**src/rtl/mmcam_match_store.sv**
```systemverilog
// Multi-entry matching store: pairs L/R operand tokens by key and emits fired packets.
// Optional duplicate-token detection is compiled in with `define MMCAM_DUP_DETECT_EN.
module mmcam_match_store #(
  parameter int DEPTH  = 8,
  parameter int KEY_W  = 18,
  parameter int DATA_W = 16
) (
  input  logic                       CP,
  input  logic                       MR,
  input  logic                       IN_VALID,
  output logic                       IN_READY,
  input  logic [KEY_W-1:0]           IN_KEY,
  input  logic                       IN_LR,
  input  logic [DATA_W-1:0]          IN_DATA,
  output logic                       OUT_VALID,
  input  logic                       OUT_READY,
  output logic [KEY_W-1:0]           OUT_KEY,
  output logic [DATA_W-1:0]          OUT_DATA_L,
  output logic [DATA_W-1:0]          OUT_DATA_R,
  output logic [$clog2(DEPTH+1)-1:0] OCCUPANCY,
  output logic                       FULL,
  output logic                       DUP_ERR
);

  localparam int OW = $clog2(DEPTH+1);
  localparam int IW = $clog2(DEPTH);

  logic [DEPTH-1:0]  vld;
  logic [DEPTH-1:0]  lr;
  logic [KEY_W-1:0]  key [DEPTH];
  logic [DATA_W-1:0] dat [DEPTH];
  logic [OW-1:0]     occ;

  logic              hit;
  logic              dup;
  logic [IW-1:0]     hit_idx;
  logic [IW-1:0]     free_idx;
  logic              slot_free;
  logic              accept;
  logic              fire;
  logic              store;
  logic [DATA_W-1:0] hit_data;

  // Associative search; descending scan so the lowest index wins
  always_comb begin
    hit      = 1'b0;
    dup      = 1'b0;
    hit_idx  = '0;
    free_idx = '0;
    for (int i = DEPTH-1; i >= 0; i--) begin
      if (vld[i] && key[i] == IN_KEY && lr[i] != IN_LR) begin
        hit     = 1'b1;
        hit_idx = IW'(i);
      end
`ifdef MMCAM_DUP_DETECT_EN
      if (vld[i] && key[i] == IN_KEY && lr[i] == IN_LR)
        dup = 1'b1;
`endif
      if (!vld[i])
        free_idx = IW'(i);
    end
    if (hit)
      dup = 1'b0;
  end

  assign FULL      = (occ == OW'(DEPTH));
  assign slot_free = !OUT_VALID || OUT_READY;
  assign IN_READY  = slot_free && (hit || dup || !FULL);
  assign accept    = IN_VALID && IN_READY;
  assign fire      = accept && hit;
  assign store     = accept && !hit && !dup;
  assign hit_data  = dat[hit_idx];
  assign OCCUPANCY = occ;

  // Entry payload storage; contents are only meaningful while vld is set
  always_ff @(posedge CP) begin
    if (!MR && store) begin
      key[free_idx] <= IN_KEY;
      lr[free_idx]  <= IN_LR;
      dat[free_idx] <= IN_DATA;
    end
  end

  // Valid bits, occupancy and the registered output packet
  always_ff @(posedge CP) begin
    if (MR) begin
      vld        <= '0;
      occ        <= '0;
      OUT_VALID  <= 1'b0;
      OUT_KEY    <= '0;
      OUT_DATA_L <= '0;
      OUT_DATA_R <= '0;
    end else if (fire) begin
      vld[hit_idx] <= 1'b0;
      occ          <= occ - OW'(1);
      OUT_VALID    <= 1'b1;
      OUT_KEY      <= IN_KEY;
      if (IN_LR) begin
        OUT_DATA_L <= hit_data;
        OUT_DATA_R <= IN_DATA;
      end else begin
        OUT_DATA_L <= IN_DATA;
        OUT_DATA_R <= hit_data;
      end
    end else begin
      if (OUT_READY)
        OUT_VALID <= 1'b0;
      if (store) begin
        vld[free_idx] <= 1'b1;
        occ           <= occ + OW'(1);
      end
    end
  end

`ifdef MMCAM_DUP_DETECT_EN
  // One-cycle pulse after a duplicate token is accepted and dropped
  always_ff @(posedge CP) begin
    if (MR)
      DUP_ERR <= 1'b0;
    else
      DUP_ERR <= accept && dup;
  end
`else
  assign DUP_ERR = 1'b0;
`endif

endmodule

```
**config.mk**
```make
export PLATFORM = sky130hd
export DESIGN_NAME = mmcam_match_store
export DESIGN_NICKNAME = d
export VERILOG_FILES = /design/src/rtl/mmcam_match_store.sv
export SDC_FILE = /design/constraint.sdc
export NUM_CORES = 1
export LEC_CHECK = 0
export BUFFER_PORTS_ARGS = -buffer_cell sky130_fd_sc_hd__buf_2
export CORE_ASPECT_RATIO = 1.25
export CORE_MARGIN = 2
export CORE_UTILIZATION = 60
export CTS_BUF_LIST = sky130_fd_sc_hd__clkbuf_8
export DETAILED_ROUTE_END_ITERATION = 8
export GPL_ROUTABILITY_DRIVEN = 0
export PLACE_DENSITY = 0.81
export SLEW_MARGIN = 20
export SYNTH_ARGS = -nofsm -noshare
export SYNTH_HDL_FRONTEND = slang
export SYNTH_SLANG_ARGS = --single-unit
```
**constraint.sdc**
```tcl
create_clock -name CP -period 4.3 [get_ports CP]
set_clock_uncertainty 0.1 [all_clocks]
set_input_delay 0.215 -clock CP [delete_from_list [all_inputs] [get_ports CP]]
set_output_delay 0.215 -clock CP [all_outputs]
set_load 0.005 [all_outputs]
```
Yosys cells after proc, flatten, opt, wreduce, memory -nomap -nowiden. Memories as Yosys holds them, arrays and structs flattened. Cells that the tools add are included.

Add/sub/neg operators: 2. $mul: 0. Divide/modulo/power cells: 0. $lt $le $gt $ge: 4. Eq/ne operators: 17. Shift operators: 0. Multiplexer cells: 39. Bitwise operators: 3. Reductions and logical operators: 31.

Operators by type and width (number): equality test 18 bit (8); two-way mux 3 bit (16); two-way mux 16 bit (2); logical AND 1 bit (23); two-way mux 8 bit (2); two-way mux 1 bit (14); bitwise AND 8 bit (1); bitwise mux 8 bit (1); less-than comparator 3 x 4 -> 1 bit, second input constant (2); two-way mux 4 bit (2); inequality test 1 bit (8); NOT 8 bit (1); bitwise OR 8 bit (1); demux 1 bit (select 3 bit) (2); greater-or-equal comparator 3 x 1 -> 1 bit, second input constant (2); adder 4 x 1 -> 4 bit, second input constant (1); equality test 4 bit, second input constant (1); zero test 1 bit (4); nonzero test 2 bit (2); subtractor 4 x 1 -> 4 bit, second input constant (1); logical OR 1 bit (2).

Register bits after elaboration: 71. Latch bits: 0. Memory bits (writable): 272. ROM bits: 0. Input port bits: 39. Output and inout bits: 58. Word-level logic and storage cells: 105. Memories: 2.

Memory list: key (depth 8, bits a word 18, read ports 8, clocked after Yosys merged registers in 0, write ports 1, line 30) `logic [KEY_W-1:0] key [DEPTH];`; dat (depth 8, bits a word 16, read ports 1, clocked after Yosys merged registers in 0, write ports 1, line 31) `logic [DATA_W-1:0] dat [DEPTH];`.

Logic depth before layout (Yosys ltp). An unclocked memory read counts as a cell.

Word-level depth: 19. Mapped depth: 15. Gate-level depth less buffers: 14.

Worst setup path after synthesis. Ideal clock, no wire load.

Path kind: input to register. Start point: input port IN_KEY[1]. End point: memory dat[5][0], enable pin. Library setup time: 0.429 ns. Data arrival time: 3.219 ns. Required time: 3.771 ns. Setup slack: 0.552 ns. Stages on the path: 9. Buffers on the path: 1. Cell sequence: buf_2 -> xor2_1 -> nor4b_2 -> nand3_1 -> or3_4 -> nand4b_1 -> nor3_2 -> nand4_1 -> nor2_1.

Cells in the longest elaborated chain, start to end: 18. Elaborated cells on any way between the ends: 40. Classes of those cells: 8 x eq/ne; 10 x mux; 22 x reduce/logical.

RTL lines: from (decl) (line 12) `input logic [KEY_W-1:0] IN_KEY,`; equality test 18 bit (line 51) `if (vld[i] && key[i] == IN_KEY && lr[i] != IN_LR) begin`; logical AND 1 bit (2 in series) (line 51); two-way mux 1 bit (7 in series) (line 51); two-way mux 1 bit * (line 51); logical OR 1 bit (line 68) `assign IN_READY = slot_free && (hit || dup || !FULL);`; logical AND 1 bit (line 68); logical AND 1 bit (line 69) `assign accept = IN_VALID && IN_READY;`; logical AND 1 bit * (line 71) `assign store = accept && !hit && !dup;`; logical AND 1 bit * (line 77) `if (!MR && store) begin`; two-way mux 1 bit * (line 77); two-way mux 1 bit (implied by the code) * (line 80) `dat[free_idx] <= IN_DATA;`; to (decl) (line 31).

Mark *: on every way between the ends. The rest lies on a longest branch, timed or not.

Worst setup path in the final report.
Start point: input port IN_KEY[2]. End point: register occ[3] (netlist: OCCUPANCY[3]).

Cells in the longest elaborated chain, start to end: 16. Elaborated cells on any way between the ends: 40. Classes of those cells: 8 x eq/ne; 9 x mux; 23 x reduce/logical.

RTL lines: equality test 18 bit (line 51); logical AND 1 bit (2 in series) (line 51); two-way mux 1 bit (7 in series) (line 51); two-way mux 1 bit * (line 51); logical OR 1 bit (line 68); logical AND 1 bit (line 68); logical AND 1 bit (line 69); logical AND 1 bit * (line 70) `assign fire = accept && hit;`; named net fire (line 40) `logic fire;`; two-way mux 4 bit or nonzero test 2 bit (tied branches); to (signal assigned) (line 95) `occ <= occ - OW'(1);`; to (signal assigned) (line 110) `occ <= occ + OW'(1);`; to (decl) (line 32) `logic [OW-1:0] occ;`.

Mark *: on every way through the listed nets, which the timed path passes. The rest lies on a longest branch. A chain may end at the register's enable or synchronous reset.

==> summary.txt <==
Cells and area
  – Post-Route Utilization: 0.698
  – Share of cells above drive strength 1: 0.187
  – Filler cell count in the final layout: ~1700
  – Antenna fix cells: 0
  – FF/Latch Area: 9670 µm²
  – P&R area growth vs syn: 15.1%
  – Final #Nets: between 1000 and 1500
  – Area occupied by multi-input gates: 4540 µm²

Floorplan
  – Top-level port count: 97
  – Std-Cell Rows: 64
  – Floorplan die area: around 26000 µm²
  – Starting utilization of the core area: 0.606
  – Core Region: between 20000 and 25000 µm²
  – Die Y: about 180 µm
  – Chip width: around 140 µm

Flow run
  – Max-cap viol count: 0

Global route
  – Remaining global-route overflow: 0
  – Pin count of the biggest net entering global routing: 55
  – Global-route wire length before repair: 59500 µm
  – GRT Total Usage: 0.315
  – Antenna violations before repair: 0
  – Vias in the first global route: 10400

Yosys
  – Top FF cell, synth: sky130_fd_sc_hd__edfxtp_1
  – Fraction of post-synthesis cell area in the top cell type by area: 0.572
  – Synth cell types: between 50 and 60
  – Syn Nets: 1136
  – Async S/R FF share, synth: 0
  – Register bit total from synthesis: ~340
  – Top-count cell post-synth: sky130_fd_sc_hd__edfxtp_1
  – Ranking of synthesized cells by instance count: sky130_fd_sc_hd__edfxtp_1, sky130_fd_sc_hd__xor2_1, sky130_fd_sc_hd__nand2_1
  – Most area-consuming cells after synthesis: sky130_fd_sc_hd__edfxtp_1, sky130_fd_sc_hd__dfxtp_1, sky130_fd_sc_hd__xor2_1
  – Total standard cell area after synthesis: ~15000 µm²
  – Syn Area/Cell: around 13 µm²
  – Synth warn: 0
  – Number of synthesized flops with an enable pin: 280
  – Mapped Cells: ~1100
  – Post-synth top area cell: sky130_fd_sc_hd__edfxtp_1
  – Portion of the post-synthesis area used by sequential elements: 0.657

Routing
  – Wirelength, routed: roughly 40000 µm
  – First DRT Iteration DRCs: about 1200
  – Total number of vias: between 10000 and 15000
  – Routed wire per std cell: ~24 µm
  – Number of routed nets with antenna violations: 0
  – Number of detailed-routing iterations run before antenna repair: 9
  – Routed via count divided by cell count: 6.45
  – DRC violations left: 2

Timing
  – Setup repair after global routing missed its margin: no
  – Pins Over Slew Limit: 0
  – Sum Neg Setup Slack: 0 ns
  – Final Hold Viols: 0
  – Portion of the clock cycle consumed by the worst path in the final layout: 0.915
  – Shortest clock period the worst path allows after layout: approximately 3.9 ns
  – Worst Tran Pin Value: slightly above 0.9 ns
  – Endpoints failing setup: 0
  – Achievable frequency: 0.254 GHz
  – Max-Slew Margin vs Limit: 0.390

Setup path
  – Type of element capturing the critical path: flip-flop
  – Endpoint required time on the critical path: 4.69 ns
  – Reg-to-reg startpoint: key[2][7]$_DFFE_PP_
  – End of the worst register-to-register path: OUT_DATA_R[1]$_SDFFE_PP0N_
  – Reg-to-reg slack, setup: 0.39 ns
  – Sort of element at the start of the critical path: input port
  – Type of the worst setup path: input port to flip-flop
  – Cell with the biggest individual delay on the critical path: sky130_fd_sc_hd__o311ai_1
  – Crit path buffers/inverters: 4
  – Largest stage delay on the critical path: approximately 0.65 ns
  – Top cell family by delay on the critical path: buffers and inverters
  – Worst-path cell chain: dlygate4sd3_1 > buf_2 > xor2_1 > nor4_1 > nand4_1 > nand4_1 > o311ai_1 > buf_4 > inv_1 > ha_1 > a21o_1 > a21oi_1 > xnor2_1 > or3_1 > a21oi_1
  – Worst Reg-to-Reg Cells: 12
  – Worst Path Arrival: approximately 4.3 ns
  – Largest fanout of any net on the critical path: 17

Min path
  – Worst hold start: IN_KEY[9]
  – Hold depth: 2
  – End point of the worst hold path: key[7][9]$_DFFE_PP_
  – Min-Delay Path Class: input port to flip-flop

Clock network
  – CTS tree: yes
  – Clock Latency Late Sink: between 0.5 and 0.6 ns
  – Clock-pin slew on the worst setup and hold paths: 0.07 ns
  – Root Buffer: sky130_fd_sc_hd__clkbuf_8
  – Bufs on Longest Clock Path: 3
  – Number of setup buffers added after CTS: 0
  – Max H-tree Level: 2
  – Clock sink count: about 340
  – Inserted Clock Buffers: between 50 and 60

Placed design
  – Count of input and output buffers: 95
  – DP Wirelength: 26200 µm

Power
  – Switching portion of total power: 0.229
  – Switching component of the power: ~1.5 mW
  – Power density over the cells: 380 nW/µm²
  – Leakage power total: 6.08 nW
  – P_int: just under 5 mW
  – Relative contribution of the clock network to total power: 0.380
  – Design Power: about 6.4 mW
  – Maximum ir drop on the vdd rail: 0.311 mV
  – Sequential group share of total power: 0.565
  – Gate power share: 0.055

Status
  – Status: finished with violations
  – Failing checks: design-rule violations
## power groups by stage
| stage | logic, mW | registers, mW | clock network (mW) |
|---|---|---|---|
| 2_1_floorplan | 0.183 | 3.71 | 0 |
| 3_3_place_gp | 0.312 | 3.71 | 0 |
| 3_5_place_dp | 0.318 | 3.71 | 0 |
| 4_1_cts | 0.341 | 3.64 | 2.47 |
| 5_1_grt | 0.372 | 3.64 | 2.62 |
| 6_report | 0.352 | 3.64 | 2.45 |
## worst max-delay path by stage
stage | from | to | slack, ns | cells after the start
after global routing | IN_KEY[7] | OUT_DATA_R[2]$_SDFFE_PP0N_ | 0.10 | 14
after detailed placement | IN_KEY[5] | OCCUPANCY[3]$_SDFFE_PP0P_ | 0.26 | 14
final | IN_KEY[2] | OCCUPANCY[3]$_SDFFE_PP0P_ | 0.36 | 15
after floorplan | IN_KEY[1] | dat[5][0]$_DFFE_PP_ | 0.55 | 9
after CTS | IN_KEY[5] | OCCUPANCY[3]$_SDFFE_PP0P_ | 0.31 | 15
after global placement | IN_KEY[5] | OCCUPANCY[3]$_SDFFE_PP0P_ | 0.30 | 14
## cells in the final DEF (no fill, tap or decap), drive strengths merged, types with 40 or more instances in the layout
cell,instances
edfxtp,280
buf,143
xor2,97
inv,69
nand2,68
dfxtp,63
xnor2,58
clkbuf,58
a31oi,47
nor4,40
## cell families after synthesis
kind of cell | count (synthesis) | share of synthesized area
other cells | 1 | 0.000255
compound gates | 214 | 0.110
simple gates | 255 | 0.0963
buf+inv | 121 | 0.0394
xor+xnor | 155 | 0.0923
mux | 2 | 0.00136
fa+ha+maj | 3 | 0.00306
flops | 343 | 0.657
## layer usage
| metal | vias up | global-route usage | part of all wire |
|---|---|---|---|
| li1 | 4550 | - | - |
| met1 | 5008 | 0.385 | 0.34 |
| met2 | 741 | 0.525 | 0.50 |
| met3 | 171 | 0.0518 | 0.10 |
| met4 | 0 | 0.193 | 0.063 |
| met5 | - | 0 | 0 |
## per-stage QoR
step | cells | worst slack (ns) | area (µm²) | hold slack [ns]
after global placement | 1499 | 0.304 | 15700 | 0.337
after global routing | 1622 | 0.102 | 16900 | 0.00736
final | 1622 | 0.364 | 16900 | 0.0201
after CTS | 1622 | 0.306 | 16900 | 0.00397
after detailed placement | 1499 | 0.259 | 15700 | 0.342
after floorplan | 1094 | 0.552 | 14700 | 0.214
## area by class of cell
cell class              count  share of cell area
repair buffers            173              0.0693
clock buffers              58              0.0471
well taps                 330              0.0244
flip-flops and latches    343               0.571
inverters                  53              0.0117
multi-input cells         630               0.268
clock inverters            35             0.00842
## sequential cells by signal (all words and copies together), names as in the netlist
register and cells:
vld 8, OUT_DATA_R 16, key 144, OUT_VALID 1, OUT_KEY 18, dat 128, OUT_DATA_L 16, lr 8
OCCUPANCY 4
## timing repair
item / CTS / global route
endpoints found under the hold margin: 198 / 0
setup endpoints to repair: 0 / 1
hold buffers: 30 / 0
resized for setup: 0 / 2
Power figures use the tool's default switching activity.
